===== src/rtl/regfile_pkg.sv =====
// regfile_pkg: shared clear-FSM state encoding and index-width helper for register files
package regfile_pkg;
  typedef enum logic [1:0] {IDLE = 2'd0, CLEAR = 2'd1, DONE = 2'd2} clr_state_e;
  function automatic int idx_w(input int depth);
    return (depth > 1) ? $clog2(depth) : 1;
  endfunction
endpackage


===== src/rtl/regfile_clr_fsm.sv =====
// regfile_clr_fsm: sequential bulk-clear engine walking every register index once
module regfile_clr_fsm import regfile_pkg::*; #(
  parameter int DEPTH = 4,
  localparam int AW = idx_w(DEPTH)
) (
  input  logic          clk,
  input  logic          rst_n,
  input  logic          clr_req,
  output logic          clr_busy,
  output logic          clr_done,
  output logic          idle,
  output logic          clr_we,
  output logic [AW-1:0] clr_idx
);
  clr_state_e    state_q;
  logic [AW-1:0] ptr_q;
  logic          busy_q, done_q;
  always_ff @(posedge clk or negedge rst_n) begin
    if (!rst_n) begin
      state_q <= IDLE;
      ptr_q   <= '0;
      busy_q  <= 1'b0;
      done_q  <= 1'b0;
    end else begin
      case (state_q)
        IDLE: begin
          done_q <= 1'b0;
          if (clr_req) begin
            state_q <= CLEAR;
            ptr_q   <= '0;
            busy_q  <= 1'b1;
          end
        end
        CLEAR: begin
          ptr_q <= ptr_q + 1'b1;
          if (ptr_q == AW'(DEPTH - 1)) begin
            state_q <= DONE;
            busy_q  <= 1'b0;
            done_q  <= 1'b1;
          end
        end
        default: begin
          state_q <= IDLE;
          busy_q  <= 1'b0;
          done_q  <= 1'b0;
        end
      endcase
    end
  end
  assign clr_busy = busy_q;
  assign clr_done = done_q;
  assign idle     = state_q == IDLE;
  assign clr_we   = busy_q;
  assign clr_idx  = ptr_q;
endmodule


===== src/rtl/regfile_param.sv =====
// regfile_param: 2-read/1-write register file with bypass, optional zero register and bulk clear
module regfile_param import regfile_pkg::*; #(
  parameter int WIDTH    = 32,
  parameter int DEPTH    = 4,
  parameter int ZERO_REG = 0,
  parameter int BYPASS   = 1,
  localparam int AW = idx_w(DEPTH)
) (
  input  logic             clk,
  input  logic             rst_n,
  input  logic [AW-1:0]    sr1,
  input  logic [AW-1:0]    sr2,
  output logic [WIDTH-1:0] rd_data1,
  output logic [WIDTH-1:0] rd_data2,
  input  logic             write,
  input  logic [AW-1:0]    dr,
  input  logic [WIDTH-1:0] wr_data,
  input  logic             clr_req,
  output logic             clr_busy,
  output logic             clr_done
);
  logic [WIDTH-1:0] regs_q [DEPTH];
  logic             idle, clr_we, we_eff;
  logic [AW-1:0]    clr_idx;
  regfile_clr_fsm #(.DEPTH(DEPTH)) u_clr (
    .clk(clk), .rst_n(rst_n), .clr_req(clr_req), .clr_busy(clr_busy),
    .clr_done(clr_done), .idle(idle), .clr_we(clr_we), .clr_idx(clr_idx)
  );
  // A write in the request cycle is dropped so the clear starts from a stable snapshot
  assign we_eff = write && idle && !clr_req && !(ZERO_REG != 0 && dr == '0);
  always_ff @(posedge clk or negedge rst_n) begin
    if (!rst_n) for (int i = 0; i < DEPTH; i++) regs_q[i] <= '0;
    else if (clr_we) regs_q[clr_idx] <= '0;
    else if (we_eff) regs_q[dr] <= wr_data;
  end
  assign rd_data1 = (ZERO_REG != 0 && sr1 == '0) ? '0 :
                    (BYPASS != 0 && we_eff && dr == sr1) ? wr_data : regs_q[sr1];
  assign rd_data2 = (ZERO_REG != 0 && sr2 == '0) ? '0 :
                    (BYPASS != 0 && we_eff && dr == sr2) ? wr_data : regs_q[sr2];
endmodule

===== config.mk =====
export PLATFORM = sky130hd
export DESIGN_NAME = regfile_param
export DESIGN_NICKNAME = d
export VERILOG_FILES = /design/src/rtl/regfile_pkg.sv /design/src/rtl/regfile_clr_fsm.sv /design/src/rtl/regfile_param.sv
export SDC_FILE = /design/constraint.sdc
export NUM_CORES = 1
export LEC_CHECK = 0
export CAP_MARGIN = 20
export CORE_ASPECT_RATIO = 0.75
export CORE_MARGIN = 3
export CORE_UTILIZATION = 55
export CTS_BUF_LIST = sky130_fd_sc_hd__clkbuf_4
export CTS_CLUSTER_SIZE = 12
export DETAILED_ROUTE_END_ITERATION = 10
export GPL_ROUTABILITY_DRIVEN = 1
export PLACE_DENSITY_LB_ADDON = 0.25
export SETUP_SLACK_MARGIN = 0.3
export SYNTH_ARGS = -nofsm -noshare
export SYNTH_HDL_FRONTEND = slang
export SYNTH_SLANG_ARGS = --single-unit

===== constraint.sdc =====
create_clock -name clk -period 3.7 [get_ports clk]
set_input_delay 0.74 -clock clk [delete_from_list [all_inputs] [get_ports clk]]
set_output_delay 0.74 -clock clk [all_outputs]
set_load 0.02 [all_outputs]

======== Yosys cells after proc, flatten, opt, wreduce, memory -nomap -nowiden ========
Index checks and enable logic that the tools add are counted.
word-level totals
  register bits after elaboration ......... 134
  latch bits .............................. 0
  bits in writable memories ............... 0
  ROM bits ................................ 0
  input port bits ......................... 42
  word-level logic and storage cells ...... 64
  memories ................................ 0
cells by class
  $add $sub $neg .......................... 1
  multipliers ............................. 0
  div/mod/pow operators ................... 0
  $lt $le $gt $ge ......................... 6
  eq/ne operators ......................... 6
  shift-type cells ........................ 0
  muxes and demuxes ....................... 25
  bitwise gates (word level) .............. 6
  reductions and logical operators ........ 12
operator list
  kind                                                         count
  2-to-1 mux 128 bit                                           2
  2-to-1 mux 32 bit                                            8
  bitwise AND 128 bit                                          1
  binary-select mux 32 bit (select 2 bit)                      2
  bitwise mux 128 bit                                          1
  demux 32 bit (select 2 bit)                                  2
  inverter 128 bit                                             1
  greater-or-equal comparator 3 bit (second input constant)    4
  inverter 2 -> 3 bit                                          4
  case mux 2 bit (2 select lines)                              2
  logical AND 1 bit                                            6
  less-than comparator 3 x 1 -> 1 bit (second input constant)  2
  2-to-1 mux 2 bit                                             3
  equality test 2 bit                                          2
  2-to-1 mux 1 bit                                             4
  AND reduction 2 bit                                          2
  nonzero test 2 bit                                           2
  adder 2 x 1 -> 2 bit (second input constant)                 1
  equality test 2 x 1 -> 1 bit (second input constant)         1
  equality test 2 bit (second input constant)                  1
  logical NOT 2 bit                                            1
  != test 2 x 1 -> 1 bit (second input constant)               1
  != test 2 bit (second input constant)                        1
  case mux 1 bit (2 select lines)                              1
  logical NOT 1 bit                                            1

======== Logic depth before layout (Yosys ltp) ========
Gate-level depths: netlist (run 1).
  word-level depth ........................ 8
  depth in mapped cells ................... 6

======== By module ========
Synthesis (run 1) repeated with hierarchy kept, for this count alone.
second synthesis, totals
  cell total of the unflattened synthesis .. 629
  area, all modules ....................... 8,010.2 sq um
by module, submodules not included
  module           instances  cells each  area each (sq um)  seq. area each (sq um)
  regfile_param    1          612         7,793.7            3,203.1
  regfile_clr_fsm  1          17          216.5              125.1

======== Worst setup path after synthesis (run 1) ========
OpenSTA, ideal clock, no wires.
  path kind ............................... in2out
  start point ............................. in sr1[1]
  end point ............................... out rd_data1[10]
  data arrival time ....................... 1,869 ps
  required time ........................... 2,960 ps
  setup slack ............................. 1,091 ps
  stages on the path ...................... 4
  buffers on the path ..................... 2
  cell sequence ........................... buf_2 -> clkbuf_1 -> mux4_2 -> mux2_4
on the way
  word-level cells in the longest chain between the ends .. 5
  elaborated cells between the ends (all ways) .. 7
ends and longest elaborated chain
  element                                               RTL line             source
  from (decl)                                           regfile_param.sv:11  input logic [AW-1:0] sr1,
  inverter 2 -> 3 bit (implied by the code)             regfile_param.sv:37  (BYPASS != 0 && we_eff && dr == sr1) ? wr_data : regs_q[sr1];
  binary-select mux 32 bit (select 2 bit)               regfile_param.sv:37
  2-to-1 mux 32 bit (implied by the code) (2 in a row)  regfile_param.sv:37
  2-to-1 mux 32 bit *                                   regfile_param.sv:37
  to (decl)                                             regfile_param.sv:13  output logic [WIDTH-1:0] rd_data1,
Every way passes the cells marked *; elsewhere a longest branch is shown, timed or not. The select of a mux whose other input is x is not followed.

======== Worst setup path after layout (run 1) ========
  start point ............................. in write
  end point ............................... out rd_data1[17]
on the way
  word-level cells in the longest chain between the ends .. 4
ends and longest elaborated chain
  element                         RTL line             source
  from (decl)                     regfile_param.sv:15  input logic write,
  logical AND 1 bit (2 in a row)  regfile_param.sv:30  assign we_eff = write && idle && !clr_req && !(ZERO_REG != 0 && dr == '0);
  logical AND 1 bit               regfile_param.sv:37
  2-to-1 mux 32 bit               regfile_param.sv:37
No other way between the ends.

==> results of run 1 <==
[area by class of cell]
type | count | area share, %
clock buffers | 17 | 1.30
clock inverters | 15 | 1.23
inverters | 3 | 0.115
multi-input cells | 480 | 48.3
flip-flops and latches | 133 | 34.0
well taps | 200 | 2.56
repair buffers | 132 | 12.5
[cells in the final DEF (no fill, tap or decap), drive strengths merged]
cell type	n
nor2	3
nor4b	2
o21ai	1
clkinvlp	2
xnor2	4
ha	4
clkdlybuf4s50	36
nand3	4
o21bai	1
bufinv	2
buf	31
dfrtp	133
mux4	64
a32o	1
nor3b	1
nand2b	32
nor2b	1
mux2	64
dlymetal6s2s	1
a21oi	1
inv	3
dlygate4sd2	64
mux2i	128
clkbuf	17
and3	1
clkinv	11
nand2	168
[Yosys cell counts]
cell type	count	area, um2
nor2b_1	1	6.26
clkbuf_1	25	93.8
nand2_1	168	631
buf_4	6	45.0
o21bai_1	1	7.51
a21oi_1	1	5.00
mux2i_1	128	1280
nand2b_1	32	200
nor3b_1	1	7.51
buf_6	8	90.1
nand3_2	2	20.0
mux2_4	60	901
mux2_2	4	45.0
a32o_1	1	10.0
dfrtp_1	133	3330
mux4_2	64	1440
nor4b_4	1	23.8
nor4b_2	1	15.0
buf_2	16	80.1
ha_1	4	50.1
o21ai_0	1	5.00
and3_1	1	6.26
xnor2_1	4	35.0
nand3_1	2	10.0
inv_1	3	11.3
nor2_1	3	11.3
[logic make-up after synthesis]
| logic type | synth area share (%) |
|---|---|
| DFF | 39.8 |
| and+or+nand+nor | 11.1 |
| xor gates and xnor gates | 0.419 |
| muxes | 43.9 |
| AOI/OAI and AO/OA | 0.329 |
| buffers and inverters | 3.83 |
| adders and majority gates | 0.599 |
[worst max-delay path, cell delays in order]
cell and delay [ps]:
clkdlybuf4s50_1 500, nor4b_4 270, nand3_2 180, buf_12 230, mux2_4 330, dlygate4sd2_1 320
[metrics by stage]
step / cells / worst slack [ps]
global route: 980 / 334
CTS: 980 / 337
floorplan: 671 / 1090
finish: 980 / 380
global placement: 947 / 185
detailed placement: 948 / 132
[what timing repair did]
action,4_1_cts,5_1_grt
pin swaps,0,2
setup endpoints to repair,64,44
gates resized for setup,64,2
[layer usage]
layer	part of all wire (%)	wire length, um	up-vias	track usage [%]
met5	0	0	-	0
met4	1.5	331	0	8.43
met3	7.2	1560	30	6.57
met2	49	10700	252	44.4
met1	42	9160	3159	36.7
li1	-	-	2600	-
[power breakdown]
group	switching [mW]	internal [mW]	leakage, nW
logic	0.895	0.719	3.46
registers	0.193	1.67	1.84
clock network	0.535	0.377	0.131
[sequential cells by signal, summed over array words and instances (netlist names)]
signal,flops
regs_q,128
u_clr.clr_done,1
u_clr.clr_idx,2
u_clr.state_q,2
[final timing paths]
check	startpoint	endpoint	depth (start not counted)
max	write	rd_data1[17]	6
min reg2reg	u_clr.clr_done$_DFFE_PN0P_	u_clr.clr_done$_DFFE_PN0P_	2
min in group clk	u_clr.clr_done$_DFFE_PN0P_	u_clr.clr_done$_DFFE_PN0P_	2
min	rst_n	regs_q[126]$_DFFE_PN0P_	1
max in group asynchronous	rst_n	regs_q[101]$_DFFE_PN0P_	2
max reg2reg	u_clr.clr_idx[0]$_DFFE_PN0P_	regs_q[51]$_DFFE_PN0P_	6
==> key figures, run 1 <==
Critical path
  • Critical Path Fanout Max: 25
  • Crit Path Class: input pin to output port
  • Critical path arrival: ~2600 ps
  • Reg2reg setup slack: ~1600 ps
  • Worst setup SP type: input pin
  • CP Data Required Time: roughly 3000 ps
  • Worst Setup End Kind: output port

Timing
  • Setup TNS: 0 ps
  • Pins Over Slew Limit: 0
  • Final Hold Fails: 0
  • Crit share post-route: between 80% and 90%
  • Clk_skew: around 13 ps
  • Max-Slew Margin vs Limit: 33.6%
  • Post-route minimum period: about 3300 ps
  • RSZ-0062 raised after global routing: no
  • Max Clk Rate: 301 MHz
  • Setup-failing EPs final: 0
  • Worst-Margin Slew: ~1000 ps
  • Hold Worst Slack: around 240 ps

Pwr
  • Maximum vdd drop: around 220 uV
  • Total power: around 4.4 mW
  • Leak pwr: roughly 5.4 nW
  • Power density over cell area: 448 mW/mm2

Floorplanning
  • Die height: between 100 and 150 um
  • Die area: 0.0167 mm2
  • Starting Density: a little under three fifths
  • Core ar.: 0.0147 mm2
  • Row cnt: 38
  • Top-level I/O count: about 110
  • Die X: 148 um

Clocking
  • Post-CTS setup buffer count: 0
  • CTS Buf Count: 17
  • Htree depth: 4
  • Clock Latency Late Sink: between 500 and 600 ps
  • Sink Count: roughly 130
  • TritonCTS clock tree: done
  • Root buffer cell: clkbuf_4
  • Clock Pin Slew Worst Setup and Hold Paths: 110 ps
  • CTS Hold Bufs: 0
  • CTS Buffer Depth: 2

Global routing
  • Initial antenna violation count: 0
  • Grt ovf: 0
  • All-Layer GR Usage: between 20 and 30%
  • First-pass GRT wire length: ~35 mm
  • Vias in the first global route: about 6,400
  • Largest net degree at the start of global routing: between 100 and 150

Layout
  • Fin util: 66.7%
  • Layout cell share with drive strength beyond 1: between 20% and 30%
  • Register area: 0.00333 mm2
  • Multi-input logic area: ~0.0047 mm2
  • Fin area: a little under 0.01 mm2
  • N_diodes: 0
  • # nets final: 813
  • Fill cells: about 1,100
  • Area grow syn2layout: 17.1%

Drt
  • Via/cell ratio: between 6 and 7
  • Post-detailed-routing wire length: 21.8 mm
  • Drt wl/cell: between 20 and 25 um
  • DR pass1 iterations: 6
  • Via count: 6,041
  • Final antenna-violating net count: 0
  • Starting DRT DRC Count: 533
  • Drt drc: 0

Status
  • Outcome: finished clean

Placed design
  • Placer Congestion: slightly above 0.8
  • Dpl cell area: between 0.009 and 0.01 mm2
  • IO Port Bufs: around 110
  • Post-DP HPWL: around 14 mm

Synth
  • Syn nets: a little over 700
  • Yosys reg bits: about 130
  • Synthesized area: between 0.008 and 0.009 mm2
  • Synth unique cells: 26
  • YS warnings: 0
  • Mapped Cells: about 670
  • Post-Syn Area per Cell: between 10 and 15 um2
  • Sequential share of the synthesized area: 39.8%

Job
  • Max cap viols: 0

Worst hold path
  • HP Class: input pin to asynchronous set/reset pin
Power figures use the tool's default switching activity.
==> run 2, diff against run 1 <==
CAP_MARGIN = 10   (was 20)
==> run 2 against run 1 <==
Fmax down 0.10%. Flip-flop and latch count unchanged. Sequential power about the same. Clock power up 9.5%. Setup slack worse by 3.4 ps. Critical path type unchanged. Critical endpoint is now rd_data1[18]. Largest power group unchanged.
==> key figures, run 2 (same netlist as run 1, synthesis figures left out) <==
Status
  • Outcome: finished clean

Floorplanning
  • Row cnt: 38 (unchanged)
  • Top-level I/O count: 108 (unchanged)
  • Die X: 148 um (unchanged)
  • Starting Density: 56.9% (unchanged)
  • Core ar.: 0.0147 mm2 (unchanged)
  • Die area: 0.0167 mm2 (unchanged)
  • Die height: 113 um (unchanged)

Pwr
  • Total power: 4.44 mW (+1.3%)
  • Power density over cell area: 454 mW/mm2 (+1.3%)
  • Maximum vdd drop: 206 uV (-6.3%)
  • Leak pwr: 5.43 nW (+0.11%)

Clocking
  • TritonCTS clock tree: done
  • Sink Count: 133 (unchanged)
  • Clock Pin Slew Worst Setup and Hold Paths: 110 ps (about the same)
  • CTS Hold Bufs: 0 (unchanged)
  • CTS Buf Count: 17 (unchanged)
  • Post-CTS setup buffer count: 0 (unchanged)
  • Htree depth: 4 (unchanged)
  • Root buffer cell: clkbuf_4
  • CTS Buffer Depth: 2 (unchanged)
  • Clock Latency Late Sink: 550 ps (-30 ps)

Layout
  • Reg with most FFs: regs_q
  • Commonest non-fill, non-tap cell in the layout: nand2_1
  • Commonest cells after routing, fill and taps aside: nand2_1 (166), dfrtp_1 (132), mux2i_1 (128), mux4_2 (64), dlygate4sd2_1 (64)
  • Fill cells: 1,130 (+4.1%)
  • Fin util: 66.7% (about the same)
  • Max reg flops: 128 (unchanged)
  • Fin area: 0.00979 mm2 (about the same)
  • Final Instance Count excl. Fillers: 978 (-0.20%)
  • Layout cell share with drive strength beyond 1: 25.2% (+0.61 points)
  • # nets final: 812 (-0.12%)
  • Area grow syn2layout: 17.2% (about the same)

Drt
  • Drt drc: 0 (unchanged)
  • Starting DRT DRC Count: 572 (+7.3%)
  • Final antenna-violating net count: 0 (unchanged)
  • Via count: 6,027 (-0.23%)
  • Drt wl/cell: 22.4 um (+0.68%)
  • DR pass1 iterations: 7 (+1)
  • Post-detailed-routing wire length: 21.9 mm (+0.47%)
  • Via/cell ratio: 6.16 (about the same)

Critical path
  • Worst setup SP type: input pin
  • CP delay by family, top: buffers and inverters
  • Crit-path slowest cell: clkdlybuf4s50_1
  • CP bufs+invs: 3 (unchanged)
  • CP Data Required Time: 2960 ps (about the same)
  • Crit-path cells: clkdlybuf4s50_1 > nor4b_4 > nand3_2 > buf_12 > mux2_4 > dlygate4sd2_1
  • Critical path arrival: 2580 ps (about the same)
  • Crit path largest cell delay: 490 ps (about the same)
  • Critical Path Fanout Max: 25 (unchanged)
  • Worst Setup End Kind: output port
  • RR Startpoint: u_clr.clr_idx[1]$_DFFE_PN0P_
  • Worst setup path startpoint: write
  • Crit Path Class: input pin to output port

Timing
  • Crit share post-route: 89.8% (+0.092 points)
  • Setup TNS: 0 ps (unchanged)
  • Pins Over Slew Limit: 0 (unchanged)
  • Max Clk Rate: 301 MHz (-0.10%)
  • Setup-failing EPs final: 0 (unchanged)
  • Clk_skew: 18.3 ps (+4.98 ps)
  • Post-route minimum period: 3320 ps (+3.40 ps)
  • RSZ-0062 raised after global routing: no
  • Worst-Margin Slew: 1190 ps (+197 ps)
  • Setup ws final: 376 ps (-3.40 ps)
  • Hold Worst Slack: 226 ps (-9.45 ps)
  • Max-Slew Margin vs Limit: 20.4% (-13 points)
  • Final Hold Fails: 0 (unchanged)

Global routing
  • Grt met3 use: 5.88% (-0.68 points)
  • Busiest grt layer: met2
  • Met1 Use GR: 36.3% (-0.40 points)
  • Initial antenna violation count: 1 (+1)
  • First-pass GRT wire length: 34.8 mm (-1.0%)
  • Vias in the first global route: 6,376 (-0.65%)
  • Largest net degree at the start of global routing: 106 (unchanged)
  • Met2 usage: 44.0% (-0.36 points)
  • Grt ovf: 0 (unchanged)
  • All-Layer GR Usage: 27.0% (-0.17 points)

Placed design
  • IO Port Bufs: 107 (unchanged)
  • Inst Count DP: 947 (-0.11%)
  • Post-DP HPWL: 13.9 mm (-0.67%)
  • Placer Congestion: 0.811 (unchanged)
  • Place WS: 125 ps (-6.83 ps)
  • Dpl cell area: 0.00959 mm2 (-0.29%)

Job
  • Max cap viols: 0 (unchanged)

Worst hold path
  • HP Class: input pin to asynchronous set/reset pin
run 2: changes by cell type in the layout (fill, tap and decap cells not counted), sizes merged:
cell | previous run | this run
buf | 31 | 30
bufinv | 2 | 3
clkbuf | 17 | 18
clkinv | 11 | 7
diode | 0 | 1
run 2: what timing repair did:
| action | CTS | global route |
|---|---|---|
| endpoints found under the setup margin | 64 | 22 |
| pin swaps | 0 | 2 |
| resized for setup | 64 | 2 |
| gates cloned | 0 | 0 |
run 2: final timing paths:
check                                             endpoint  slack [ps]  cells past startpoint
worst min register to register  u_clr.clr_done$_DFFE_PN0P_         510                      2
max in group asynchronous           regs_q[75]$_DFFE_PN0P_        2540                      2
worst min-delay path               regs_q[126]$_DFFE_PN0P_         230                      1
min in group clk                u_clr.clr_done$_DFFE_PN0P_         510                      2
worst max register to register      regs_q[89]$_DFFE_PN0P_        1530                      6
worst max-delay path                          rd_data1[18]         380                      6
run 2: worst reg2reg max path: stages (launching register included):
cell and delay, ps:
dfrtp_1 410, inv_1 80, ha_1 180, nand2_1 860, buf_4 340, nand2_1 70
mux2i_1 160
run 2: power by group:
part           switching (mW)  internal (mW)  total (mW)
combinational           0.895          0.691        1.59
clock                   0.541          0.458       0.999
sequential              0.192           1.67        1.86
total                    1.63           2.82        4.44
run 2: routing by layer:
layer / part of all wire (%) / vias up
met3: 7.3 / 32
met4: 1.8 / 0
li1: - / 2594
met5: 0 / -
met2: 49 / 272
met1: 42 / 3129
run 2: cell type report:
cell class | count | area [um2] | share of cell area, %
Clock inverter | 12 | 139 | 1.42
Multi-Input combinational cell | 480 | 4730 | 48.3
Timing Repair Buffer | 131 | 1200 | 12.3
Antenna cell | 1 | 2.50 | 0.0255
Sequential cell | 133 | 3330 | 34.0
Clock buffer | 18 | 135 | 1.38
Inverter | 3 | 11.3 | 0.115
Tap cell | 200 | 250 | 2.55
==> run 3, diff against run 2 <==
CORE_UTILIZATION = 52   (was 55)
clock period = 3 ns   (was 3.7 ns; I/O delays follow)
==> run 3 against run 2 <==
First-iteration DRC count fell by 13%. Largest cell class unchanged. Combinational power rose by 32%. Clock power rose by 15%. Setup slack got worse by 370 ps.
==> key figures, run 3 (same netlist as run 1, synthesis figures left out) <==
Timing
  • Worst-Margin Slew: 667 ps (-524 ps)
  • Max Clk Rate: 334 MHz
  • Clk_skew: 10.6 ps (-7.71 ps)
  • Setup-failing EPs final: 0 (unchanged)
  • Pins Over Slew Limit: 0 (unchanged)
  • Final Hold Fails: 0 (unchanged)
  • Hold Worst Slack: 42.3 ps (-184 ps)
  • Max-Slew Margin vs Limit: 55.5% (+35 points)
  • Post-route minimum period: roughly 3000 ps
  • Crit share post-route: ~100%
  • RSZ-0062 raised after global routing: yes

Clocking
  • CTS Buffer Depth: 2 (unchanged)
  • Root buffer cell: clkbuf_4
  • TritonCTS clock tree: done
  • Clock Latency Late Sink: 530 ps (-20 ps)
  • CTS Hold Bufs: 0 (unchanged)
  • CTS Buf Count: 17 (unchanged)
  • Clock Pin Slew Worst Setup and Hold Paths: 110 ps (about the same)
  • Sink Count: 133 (unchanged)
  • Htree depth: 4 (unchanged)

Layout
  • Area grow syn2layout: 20.0%
  • Fill cells: 1,140 (+0.88%)
  • Layout cell share with drive strength beyond 1: 30.0% (+4.8 points)
  • Commonest cells after routing, fill and taps aside: nand2_1 (166), dfrtp_1 (132), mux2i_1 (128), mux4_2 (64), mux2_4 (61)
  • Max reg flops: 128 (unchanged)
  • # nets final: 823 (+1.4%)
  • N_diodes: 0 (-1)
  • Reg with most FFs: regs_q
  • Final Instance Count excl. Fillers: 995 (+1.7%)
  • Commonest non-fill, non-tap cell in the layout: nand2_1

Job
  • Max cap viols: 0 (unchanged)

Global routing
  • Grt ovf: 0 (unchanged)
  • Initial antenna violation count: 0 (-1)
  • All-Layer GR Usage: 25.9% (-1.1 points)
  • Largest net degree at the start of global routing: 71 (-33%)
  • First-pass GRT wire length: 35.4 mm (+1.8%)
  • Vias in the first global route: 6,400 (+0.38%)

Critical path
  • CP Data Required Time: 2400 ps (-560 ps)
  • Worst setup SP type: input pin
  • RR Startpoint: u_clr.clr_idx[0]$_DFFE_PN0P_
  • Critical path arrival: 2390 ps (-190 ps)
  • Crit Path Class: input pin to output port
  • Worst Setup End Kind: output port
  • Worst setup path startpoint: write
  • Critical Path Fanout Max: 16 (-36%)

Floorplanning
  • Row cnt: 39 (+2.6%)
  • Core ar.: 0.0155 mm2 (+5.3%)
  • Die area: 0.0177 mm2 (+5.5%)
  • Die height: 116 um (+2.7%)
  • Top-level I/O count: 108 (unchanged)
  • Die X: 152 um (+2.7%)
  • Starting Density: 54.0% (-2.9 points)

Drt
  • Final antenna-violating net count: 0 (unchanged)
  • Starting DRT DRC Count: 497 (-13%)
  • Drt wl/cell: 22.5 um (+0.42%)
  • Via count: 6,037 (+0.17%)
  • Via/cell ratio: 6.07 (-1.5%)
  • Drt drc: 0 (unchanged)
  • Post-detailed-routing wire length: 22.3 mm (+2.2%)
  • DR pass1 iterations: 7 (unchanged)

Pwr
  • Maximum vdd drop: 390 uV (+90%)
  • Power density over cell area: 550 mW/mm2 (+21%)
  • Sequential Power Share: 41.1% (-0.8 points)
  • Clock share of power: 20.9% (-1.6 points)
  • Switching Fraction: 36.7% (+0.12 points)
  • Switching pwr: 2.03 mW (+25%)
  • Leak pwr: 5.45 nW (+0.24%)
  • Cell Int Power: 3.49 mW (+24%)
  • Combinational cell fraction of total power: 38.0% (+2.3 points)

Placed design
  • Post-DP HPWL: 14.6 mm (+5.1%)
  • Placer Congestion: 0.776 (-4.3%)
  • IO Port Bufs: 107 (unchanged)
  • Inst Count DP: 962 (+1.6%)

Worst hold path
  • HP Class: input pin to asynchronous set/reset pin

Status
  • Outcome: finished clean
run 3: final timing paths:
path                                                 to  slack [ps]  cells after the start
setup / recovery                           rd_data1[12]           9                      6
hold / removal                  regs_q[121]$_DFFE_PN0P_          40                      1
setup reg to reg                 regs_q[16]$_DFFE_PN0P_        1120                      5
hold reg to reg              u_clr.clr_done$_DFFE_PN0P_         510                      2
max in group asynchronous  u_clr.state_q[1]$_DFFE_PN0P_        2160                      2
min in group clk             u_clr.clr_done$_DFFE_PN0P_         510                      2
run 3: critical path: stages:
cell and delay [ps]:
clkdlybuf4s50_1 480, nor4b_4 270, nand3_2 150, buf_6 220
mux2_4 330, dlygate4sd2_1 320
run 3: power by group through the flow:
stage               sequential (mW)  clock, mW  combinational [mW]
floorplan                      2.25          0                1.30
global placement               2.27          0                2.05
detailed placement             2.30          0                2.10
CTS                            2.26       1.16                2.03
global route                   2.30       1.25                2.24
finish                         2.27       1.15                2.10
run 3: final cells by class:
class,count,area (um2),area share (%)
repair buffers,142,1450,14.4
clock buffers,19,143,1.42
clock inverters,13,115,1.15
multi-input cells,480,4730,47.1
flip-flops and latches,133,3330,33.2
well taps,205,256,2.56
inverters,3,11.3,0.112
run 3: routing by layer:
layer,share of wire (%),track usage [%],vias up
met5,0,0,-
met4,0.78,5.88,0
met3,7.1,6.08,21
met2,49,43.1,278
met1,43,35.5,3126
li1,-,-,2612
run 3: what timing repair did:
action | in CTS | in global routing
gates resized for setup | 96 | 134
pin swaps | 1 | 1
buffers inserted | 1 | 0
setup endpoints to repair | 64 | 64
hold endpoints to repair | 0 | 0
run 3: stage by stage:
step	area, um2	setup slack (ps)	TNS, ps	util, %	total power [mW]
floorplan	8360	671	0	-	3.54
global placement	9740	-198	-11350	63.0	4.32
detailed placement	9740	-247	-14280	63.0	4.40
CTS	9980	1.89	0	64.5	5.45
global route	10000	-45.3	-766	64.9	5.78
finish	10000	9.35	0	64.9	5.52
